[config.mk]
export PLATFORM = sky130hd
export DESIGN_NAME = qblock_sprite_reader_flat
export DESIGN_NICKNAME = d
export VERILOG_FILES = /design/src/rtl/qblock_pkg.sv /design/src/rtl/qblock_sprite_reader_if.sv /design/src/rtl/qblock_anim_fsm.sv /design/src/rtl/qblock_sprite_reader.sv /design/src/flat_wrapper.sv
export SDC_FILE = /design/constraint.sdc
export NUM_CORES = 1
export LEC_CHECK = 0
export CORE_ASPECT_RATIO = 1.4
export CORE_MARGIN = 2
export CORE_UTILIZATION = 45
export CTS_BUF_LIST = sky130_fd_sc_hd__clkbuf_8
export DETAILED_ROUTE_END_ITERATION = 6
export DONT_BUFFER_PORTS = 1
export PLACE_DENSITY = 0.57
export SETUP_SLACK_MARGIN = 0.15
export SYNTH_ARGS = -nofsm -noshare
export SYNTH_HDL_FRONTEND = slang
export SYNTH_SLANG_ARGS = --single-unit
[constraint.sdc]
create_clock -name Clk -period 7.45 [get_ports Clk]
set_clock_uncertainty 0.2 [all_clocks]
set_input_delay 1.49 -clock Clk [delete_from_list [all_inputs] [get_ports Clk]]
set_output_delay 1.49 -clock Clk [all_outputs]
set_load 0.02 [all_outputs]
[src/rtl/qblock_pkg.sv]
// rtl/qblock_pkg.sv - shared types and widths for the question-block sprite reader
package qblock_pkg;

    typedef enum logic [2:0] {
        S_F0,
        S_F1_UP,
        S_F2,
        S_F1_DN,
        S_USED
    } anim_state_t;

    localparam int SPRITE_ADDR_W = 9;
    localparam int COLOR_W       = 12;

endpackage

[src/rtl/qblock_sprite_reader_if.sv]
// rtl/qblock_sprite_reader_if.sv - draw-coordinate / ROM / pixel bus of the sprite reader
//   master: the reader (drives read_address, pixel_color, pixel_on)
//   slave : the video side (drives coordinates, block position, ROM colours)
interface qblock_sprite_reader_if;
    import qblock_pkg::*;

    logic                     pix_valid;
    logic [9:0]               DrawX;
    logic [9:0]               DrawY;
    logic [9:0]               BlockX;
    logic [9:0]               BlockY;
    logic [SPRITE_ADDR_W-1:0] read_address;
    logic [COLOR_W-1:0]       rom_color_0;
    logic [COLOR_W-1:0]       rom_color_1;
    logic [COLOR_W-1:0]       rom_color_2;
    logic [COLOR_W-1:0]       pixel_color;
    logic                     pixel_on;

    modport master (
        input  pix_valid, DrawX, DrawY, BlockX, BlockY,
        input  rom_color_0, rom_color_1, rom_color_2,
        output read_address, pixel_color, pixel_on
    );

    modport slave (
        output pix_valid, DrawX, DrawY, BlockX, BlockY,
        output rom_color_0, rom_color_1, rom_color_2,
        input  read_address, pixel_color, pixel_on
    );

endinterface

[src/rtl/qblock_anim_fsm.sv]
// rtl/qblock_anim_fsm.sv - blink animation FSM, advances on frame_tick
//   Clk, Reset (sync active-high), frame_tick in; frame_sel out (registered).
//   With QBLOCK_USED_EN: block_used in, used_q out (sticky "used" state).
module qblock_anim_fsm
    import qblock_pkg::*;
#(
    parameter int F0_TICKS = 24,
    parameter int FX_TICKS = 8
) (
    input  logic       Clk,
    input  logic       Reset,
    input  logic       frame_tick,
`ifdef QBLOCK_USED_EN
    input  logic       block_used,
    output logic       used_q,
`endif
    output logic [1:0] frame_sel
);

    localparam logic [7:0] F0_LAST = 8'(F0_TICKS - 1);
    localparam logic [7:0] FX_LAST = 8'(FX_TICKS - 1);

    anim_state_t state, state_nxt;
    logic [7:0]  hold_cnt, hold_nxt, hold_last;
    logic [1:0]  frame_nxt;

    always_ff @(posedge Clk) begin
        if (Reset) begin
            state     <= S_F0;
            hold_cnt  <= '0;
            frame_sel <= '0;
`ifdef QBLOCK_USED_EN
            used_q    <= 1'b0;
`endif
        end else begin
            state     <= state_nxt;
            hold_cnt  <= hold_nxt;
            frame_sel <= frame_nxt;
`ifdef QBLOCK_USED_EN
            used_q    <= (state_nxt == S_USED);
`endif
        end
    end

    always_comb begin
        state_nxt = state;
        hold_nxt  = hold_cnt;
        hold_last = (state == S_F0) ? F0_LAST : FX_LAST;
        if (frame_tick) begin
`ifdef QBLOCK_USED_EN
            if (block_used || state == S_USED) begin
                state_nxt = S_USED;
                hold_nxt  = '0;
            end else begin
`else
            begin
`endif
                if (hold_cnt == hold_last) begin
                    hold_nxt = '0;
                    case (state)
                        S_F0:    state_nxt = S_F1_UP;
                        S_F1_UP: state_nxt = S_F2;
                        S_F2:    state_nxt = S_F1_DN;
                        default: state_nxt = S_F0;
                    endcase
                end else begin
                    hold_nxt = hold_cnt + 8'd1;
                end
            end
        end
    end

    // Decoded from the next state so the registered frame_sel moves one cycle after the tick.
    always_comb begin
        case (state_nxt)
            S_F1_UP, S_F1_DN: frame_nxt = 2'd1;
            S_F2:             frame_nxt = 2'd2;
            default:          frame_nxt = 2'd0;
        endcase
    end

endmodule

[src/rtl/qblock_sprite_reader.sv]
// rtl/qblock_sprite_reader.sv - question-block sprite reader top
//   Clk, Reset (sync active-high), frame_tick in; frame_sel out.
//   bus (master): hit test + ROM address (combinational), one-stage pixel pipeline.
//   Optional macro QBLOCK_USED_EN adds block_used and the sticky used-block look.
module qblock_sprite_reader
    import qblock_pkg::*;
#(
    parameter int                  SPR_W      = 20,
    parameter int                  SPR_H      = 20,
    parameter int                  F0_TICKS   = 24,
    parameter int                  FX_TICKS   = 8,
`ifdef QBLOCK_USED_EN
    parameter logic [COLOR_W-1:0]  USED_COLOR = 12'h810,
`endif
    parameter logic [COLOR_W-1:0]  KEY_COLOR  = 12'h59F
) (
    input  logic                    Clk,
    input  logic                    Reset,
    input  logic                    frame_tick,
`ifdef QBLOCK_USED_EN
    input  logic                    block_used,
`endif
    output logic [1:0]              frame_sel,
    qblock_sprite_reader_if.master  bus
);

    logic [10:0]        dx, dy, bx, by;
    logic               hit;
    logic [9:0]         xoff, yoff, addr_full;
    logic [COLOR_W-1:0] rom_sel, out_color;
    logic               opaque;
    logic               used;
    logic [COLOR_W-1:0] color_q;
    logic               on_q;

    qblock_anim_fsm #(
        .F0_TICKS (F0_TICKS),
        .FX_TICKS (FX_TICKS)
    ) u_fsm (
        .Clk        (Clk),
        .Reset      (Reset),
        .frame_tick (frame_tick),
`ifdef QBLOCK_USED_EN
        .block_used (block_used),
        .used_q     (used),
`endif
        .frame_sel  (frame_sel)
    );

`ifndef QBLOCK_USED_EN
    assign used = 1'b0;
`endif

    // 11-bit compare so BlockX+SPR_W near the 10-bit limit cannot wrap.
    assign dx  = {1'b0, bus.DrawX};
    assign dy  = {1'b0, bus.DrawY};
    assign bx  = {1'b0, bus.BlockX};
    assign by  = {1'b0, bus.BlockY};
    assign hit = !Reset && bus.pix_valid
               && dx >= bx && dx < bx + 11'(SPR_W)
               && dy >= by && dy < by + 11'(SPR_H);

    assign xoff      = bus.DrawX - bus.BlockX;
    assign yoff      = bus.DrawY - bus.BlockY;
    assign addr_full = yoff * 10'(SPR_W) + xoff;
    assign bus.read_address = hit ? SPRITE_ADDR_W'(addr_full) : '0;

    // frame_sel is the pre-tick value in the tick cycle, so a pixel never mixes frames.
    always_comb begin
        case (frame_sel)
            2'd1:    rom_sel = bus.rom_color_1;
            2'd2:    rom_sel = bus.rom_color_2;
            default: rom_sel = bus.rom_color_0;
        endcase
    end

    assign opaque = (rom_sel != KEY_COLOR);

`ifdef QBLOCK_USED_EN
    assign out_color = (used && opaque) ? USED_COLOR : rom_sel;
`else
    assign out_color = used ? '0 : rom_sel;
`endif

    always_ff @(posedge Clk) begin
        if (Reset) begin
            color_q <= '0;
            on_q    <= 1'b0;
        end else begin
            color_q <= hit ? out_color : '0;
            on_q    <= hit && opaque;
        end
    end

    assign bus.pixel_color = color_q;
    assign bus.pixel_on    = on_q;

endmodule

[src/flat_wrapper.sv]
// flat-port wrapper written by rule: the top's interface ports become plain ports
module qblock_sprite_reader_flat import qblock_pkg::*;
#(
    parameter int                  SPR_W      = 20,
    parameter int                  SPR_H      = 20,
    parameter int                  F0_TICKS   = 24,
    parameter int                  FX_TICKS   = 8,

    parameter logic [COLOR_W-1:0]  KEY_COLOR  = 12'h59F
)
  (Clk, Reset, frame_tick, frame_sel, bus_pix_valid, bus_DrawX, bus_DrawY, bus_BlockX, bus_BlockY, bus_rom_color_0, bus_rom_color_1, bus_rom_color_2, bus_read_address, bus_pixel_color, bus_pixel_on);
  qblock_sprite_reader_if bus_i ();
  input  logic Clk;
  input  logic Reset;
  input  logic frame_tick;
  output logic [1:0] frame_sel;
  input wire logic [$bits(bus_i.pix_valid)-1:0] bus_pix_valid;
  input wire logic [$bits(bus_i.DrawX)-1:0] bus_DrawX;
  input wire logic [$bits(bus_i.DrawY)-1:0] bus_DrawY;
  input wire logic [$bits(bus_i.BlockX)-1:0] bus_BlockX;
  input wire logic [$bits(bus_i.BlockY)-1:0] bus_BlockY;
  input wire logic [$bits(bus_i.rom_color_0)-1:0] bus_rom_color_0;
  input wire logic [$bits(bus_i.rom_color_1)-1:0] bus_rom_color_1;
  input wire logic [$bits(bus_i.rom_color_2)-1:0] bus_rom_color_2;
  output wire logic [$bits(bus_i.read_address)-1:0] bus_read_address;
  output wire logic [$bits(bus_i.pixel_color)-1:0] bus_pixel_color;
  output wire logic [$bits(bus_i.pixel_on)-1:0] bus_pixel_on;
  assign bus_i.pix_valid = bus_pix_valid;
  assign bus_i.DrawX = bus_DrawX;
  assign bus_i.DrawY = bus_DrawY;
  assign bus_i.BlockX = bus_BlockX;
  assign bus_i.BlockY = bus_BlockY;
  assign bus_i.rom_color_0 = bus_rom_color_0;
  assign bus_i.rom_color_1 = bus_rom_color_1;
  assign bus_i.rom_color_2 = bus_rom_color_2;
  assign bus_read_address = bus_i.read_address;
  assign bus_pixel_color = bus_i.pixel_color;
  assign bus_pixel_on = bus_i.pixel_on;
  qblock_sprite_reader #(.SPR_W(SPR_W), .SPR_H(SPR_H), .F0_TICKS(F0_TICKS), .FX_TICKS(FX_TICKS), .KEY_COLOR(KEY_COLOR)) u_core (.Clk(Clk), .Reset(Reset), .frame_tick(frame_tick), .frame_sel(frame_sel), .bus(bus_i));
endmodule
# Word-level counts from Yosys, hierarchy flattened
# Cells that the tools add are included.
totals:
  out_inout_bits: 24
  regBits: 26
  inputBits: 80
  wordCells: 44
classes:
  n_lt_le_gt_ge: 4
  n_mul: 1
  n_reduce_logical: 10
  n_bitwise: 1
  eq_ne: 9
  muxes: 8
  n_addsub: 6
ops:
  columns: ["op", "count"]
  rows:
  - ["case mux 12 bit (2 select lines)", 1]
  - ["adder 10 x 5 -> 11 bit (second input constant)", 2]
  - ["less-than comparator 10 x 11 -> 1 bit", 2]
  - [">= comparator 10 bit", 2]
  - ["inequality test 12 x 11 -> 1 bit (second input constant)", 1]
  - ["multiplier 10 x 3 -> 7 bit (second input constant)", 1]
  - ["subtractor 10 bit", 1]
  - ["adder 9 bit", 1]
  - ["== test 3 x 2 -> 1 bit (second input constant)", 3]
  - ["2-to-1 mux 9 bit", 1]
  - ["subtractor 9 bit", 1]
  - ["adder 8 x 1 -> 8 bit (second input constant)", 1]
  - ["== test 8 x 5 -> 1 bit", 1]
  - ["2-to-1 mux 8 bit", 1]
  - ["== test 3 x 1 -> 1 bit (second input constant)", 2]
  - ["logical AND 1 bit", 6]
  - ["2-to-1 mux 3 bit", 2]
  - ["case mux 2 bit (3 select lines)", 1]
  - ["2-to-1 mux 5 bit", 1]
  - ["case mux 2 bit (2 select lines)", 1]
  - ["OR reduction 2 bit", 2]
  - ["logical NOT 3 bit", 1]
  - ["== test 2 x 1 -> 1 bit (second input constant)", 1]
  - ["== test 2 bit (second input constant)", 1]
  - ["other kinds (2)", 2]

# Longest topological paths before layout
# Gate-level depths: netlist of run 1.
logic_depth:
  depth_word: 8
  ltp_mapped: 18
  ltp_nobuf: 18

# By module
# From an unflattened synthesis of run 1, not the netlist that was laid out.
hier_totals:
  cells_unflattened: 374
  hier_area_um2: 3057.9
by_module_without_submodules:
  columns: ["module", "area_per_inst_um2", "seq_area_each_um2", "cells_per_inst", "instances"]
  rows:
  - ["qblock_sprite_reader", 2512.4, 260.2, 315, 1]
  - ["qblock_anim_fsm", 545.5, 260.2, 59, 1]

# Least setup slack after synthesis of run 1
# No wires, ideal clock.
synth_timing:
  path_type: "input -> output"
  start: "input port bus_DrawY[0]"
  end: "output port bus_read_address[8]"
  required_ns: 5.760
  path_buffers: 0
  path_stages: 16
  path_slack_ns: 0.592
  t_arrival_ns: 5.168
  cell_sequence: "inv_1 -> ha_1 -> inv_1 -> fa_1 -> a21o_1 -> a21oi_4 -> xnor2_1 -> ha_1 -> fa_1 -> xor2_1 -> fa_1 -> ha_1 -> nor2_1 -> nor3_1 -> xnor3_1 -> nor3_2"
synth_between:
  elab_chain_cells: 4
  elab_cells_between_ends: 8
  classes_between: "2 x add/sub; 1 x mul; 2 x order compare; 1 x mux; 2 x reduce/logical"
synth_rtl:
  columns: ["element", "line", "rtl"]
  rows:
  - ["start: declaration", "flat_wrapper.sv:19", "input wire logic [$bits(bus_i.DrawY)-1:0] bus_DrawY;"]
  - ["subtractor 10 bit or >= comparator 10 bit (tied branches)", "qblock_sprite_reader.sv:64, qblock_sprite_reader.sv:61", null]
  - ["multiplier 10 x 3 -> 7 bit or logical AND 1 bit (tied branches)", "qblock_sprite_reader.sv:65, qblock_sprite_reader.sv:61", null]
  - ["adder 9 bit or logical AND 1 bit (tied branches)", "qblock_sprite_reader.sv:65, qblock_sprite_reader.sv:61", null]
  - ["2-to-1 mux 9 bit (*)", "qblock_sprite_reader.sv:66", "assign bus.read_address = hit ? SPRITE_ADDR_W'(addr_full) : '0;"]
  - ["end: declaration", "flat_wrapper.sv:25", "output wire logic [$bits(bus_i.read_address)-1:0] bus_read_address;"]
# Mark *: on every way between the ends. The rest lies on a longest branch, timed or not.

# Final worst setup path of run 1
# Same ends and word-level chain as after synthesis.

==> impl_metrics.tcl, run 1 <==
set metrics [dict create \
    worstPathRequired_ps 5760 \
    cp_slowest_cell "fa_1" \
    final_cell_mix "ha_1 (55), inv_1 (41), nor2_1 (29)" \
    wl_mm 6.728 \
    drv_cap 0 \
    outcome "complete, no violations" \
    yosysSeqAreaShare 0.1695 \
    die_area_um2 7512 \
    dr.pass1.iters 4 \
    ant_nets 0 \
    overflow 0 \
    drtIter0Drc 70 \
    area_growth_pct 6.354 \
    tightestPinTransition_ps 630.3 \
    num_vias 2482 \
    fin_crit_ps 7051 \
    finalSetupViolCount 0 \
    grt_max_degree 25 \
    relSlewSlack 0.5798 \
    dpl.hpwl_mm 5.943 \
    p_leak_nw 1.375 \
    io_buffers 0 \
    antenna_found_initial 0 \
    initial_core_util 0.4645 \
    numCtsBuffers 3 \
    coreArea_um2 6613 \
    r2r.worst_path.cells 7 \
    fin_hold_ws_ps 296.5 \
    min_path_type "flip-flop to flip-flop" \
    insertedDiodeCount 0 \
    clock.fmax_mhz 141.8 \
    num_rows 35 \
    irDropWorstVdd_mv 0.08693 \
    critPathLaunchType "input port" \
    avgSynthCellArea_um2 8.604 \
    post-route-period-util 0.9464 \
    cts_root_buf "clkbuf_8" \
    rsz0062_at_grt "no" \
    synthArstFlopShare 0 \
    ys.flop_type "dfxtp_1" \
    clk_latency_ps 260 \
    synth_top_cell_area_share 0.2240 \
    final_hold_viol_count 0 \
    io_pins 104 \
    ys_warn_count 0 \
    drc_errors 0 \
    die_h_um 101.8 \
    dpl.cell_count 445 \
    worstSetupPathType "input port to primary output" \
    htree_levels 1 \
    ys_seq_elements 26 \
    cp_cell_sequence "inv_1 -> ha_1 -> inv_1 -> fa_1 -> a21o_1 -> a21oi_4 -> xnor2_2 -> ha_1 -> fa_1 -> xor2_1 -> fa_1 -> xnor2_2 -> xnor2_1 -> xnor2_1 -> xnor2_1 -> xnor3_1 -> nor3_4" \
    powerDensity_nw_per_um2 184.3 \
    track_usage 0.1762 \
    synth_edf_count 0 \
    nets 503 \
    clkSinkCount 26 \
    synth_area_leader_cell "ha_1" \
    post_cts_buffers 0 \
    path_clk_slew_ps 80 \
    syn_nets 502 \
    synth_cells 357 \
    yosysUniqueCellTypes 47 \
    die_w_um 73.83 \
    grt_pass1_wl_mm 10.45 \
    tns_ps 0 \
    min_path_cells 2 \
    end_kind "primary output" \
    wire_per_inst_um 14.98 \
    path_max_fanout 4 \
    first_global_vias 2433 \
    gp_congestion 0.7786 \
    final_cells 449 \
    final_max_slew_viol_count 0 \
    cp.arrival_ps 5360 \
    synth_area_um2 3072 \
    slowest_delay_ps 450 \
    clock_path_buffers 2 \
    post-route-util 0.4940 \
    drive_above_1_share 0.08403 \
    layout_commonest_cell "ha_1" \
    cts_tree "built" \
    ys_top_cells_by_area "ha_1 (22%), dfxtp_1 (17%), xnor2_1 (6.6%), fa_1 (6.5%), inv_1 (5.0%)" \
    vias_per_cell 5.528 \
]
## stage by stage
step / total power [mW] / setup WS, ps / cell area [µm²]
finish: 0.6020 / 399.0 / 3267
global route: 0.6626 / 145.6 / 3267
CTS: 0.5984 / 253.3 / 3234
detailed placement: 0.5066 / 273.7 / 3179
global placement: 0.4946 / 352.4 / 3179
floorplan: 0.4479 / 592.2 / 3072
## registers in the layout, summed over array words and instances (netlist names)
name / count
u_core.u_fsm.state: 3
u_core.bus.pixel_on: 1
u_core.u_fsm.frame_sel: 2
u_core.bus.pixel_color: 12
u_core.u_fsm.hold_cnt: 8
## synthesized netlist by cell type (all sizes together), types with 2 or more instances
| master | instances |
|---|---|
| nand2 | 8 |
| nand2b | 3 |
| a211oi | 4 |
| a21o | 6 |
| a21oi | 29 |
| o21a | 5 |
| nor2 | 29 |
| xnor2 | 23 |
| o221ai | 3 |
| nor2b | 5 |
| o2111ai | 2 |
| clkbuf | 7 |
| nor4 | 7 |
| a2111oi | 2 |
| nor3 | 22 |
| a22oi | 12 |
| nand3 | 6 |
| ha | 55 |
| nor4b | 3 |
| buf | 2 |
| nor3b | 2 |
| and3 | 3 |
| fa | 10 |
| dfxtp | 26 |
| nand4 | 4 |
| xor2 | 10 |
| inv | 41 |
| o21ai | 14 |
## per-layer routing
| layer | GRT usage | up-vias | routed length, µm |
|---|---|---|---|
| met1 | 0.1706 | 1130 | 2456 |
| li1 | - | 1269 | - |
| met2 | 0.3668 | 75 | 3818 |
| met5 | 0 | - | 0 |
| met4 | 0.05315 | 0 | 86 |
| met3 | 0.02189 | 8 | 367 |
## kinds of logic (layout without fill, tap and decap cells)
family / after synthesis / after routing / synth area share
flip-flops: 26 / 26 / 0.1695
buffers and inverters: 50 / 50 / 0.06599
adder cells (fa/ha/maj): 65 / 65 / 0.2892
AO/OA/AOI/OAI: 85 / 85 / 0.1886
XOR/XNOR: 34 / 34 / 0.1014
multiplexers: 1 / 1 / 0.003259
AND/OR/NAND/NOR: 96 / 96 / 0.1821
## power by group
part	leakage [nW]	total, mW	internal [mW]	switching [mW]
clock network	0.0288	0.0878	0.0471	0.0407
registers	0.210	0.143	0.141	0.00218
logic	1.14	0.371	0.173	0.198
total	1.38	0.602	0.361	0.241
## timing repair
item | in CTS | in global routing
endpoints found under the setup margin | 0 | 1
hold buffers | 0 | 0
gates resized for setup | 0 | 5
## critical path, delay by kind of cell
family / cells / cell delay (ps)
and+or+nand+nor: 1 / 310
AOI/OAI and AO/OA: 2 / 420
buffers and inverters: 2 / 90
xor gates and xnor gates: 7 / 1330
adders and majority gates: 5 / 1700
## final cells by class
cell class,instances,area (µm²)
Timing Repair Buffer,5,37.54
Clock buffer,4,55.05
Sequential cell,26,520.5
Inverter,41,153.9
Fill cell,668,3346
Tap cell,92,115.1
Multi-Input combinational cell,281,2385
## worst paths after layout
kind | start | end | slack (ps)
worst max-delay path | bus_DrawY[0] | bus_read_address[8] | 400
worst min-delay path | u_core.u_fsm.state[2]$_SDFF_PP0_ | u_core.u_fsm.state[2]$_SDFF_PP0_ | 300
worst max register to register | u_core.u_fsm.frame_sel[0]$_SDFF_PP0_ | u_core.bus.pixel_on$_SDFF_PP0_ | 4990
worst min register to register | u_core.u_fsm.state[2]$_SDFF_PP0_ | u_core.u_fsm.state[2]$_SDFF_PP0_ | 300
Power figures use the tool's default switching activity.
==> inputs of run 2 (changes only) <==
--- a/config.mk
+++ b/config.mk
@@ -11,6 +11,7 @@
 export CTS_BUF_LIST = sky130_fd_sc_hd__clkbuf_8
 export DETAILED_ROUTE_END_ITERATION = 6
 export DONT_BUFFER_PORTS = 1
+export GPL_ROUTABILITY_DRIVEN = 1
 export PLACE_DENSITY = 0.57
 export SETUP_SLACK_MARGIN = 0.15
 export SYNTH_ARGS = -nofsm -noshare
==> results of run 2 <==
No change in the layout: final DEF, timing and power equal those of run 1.
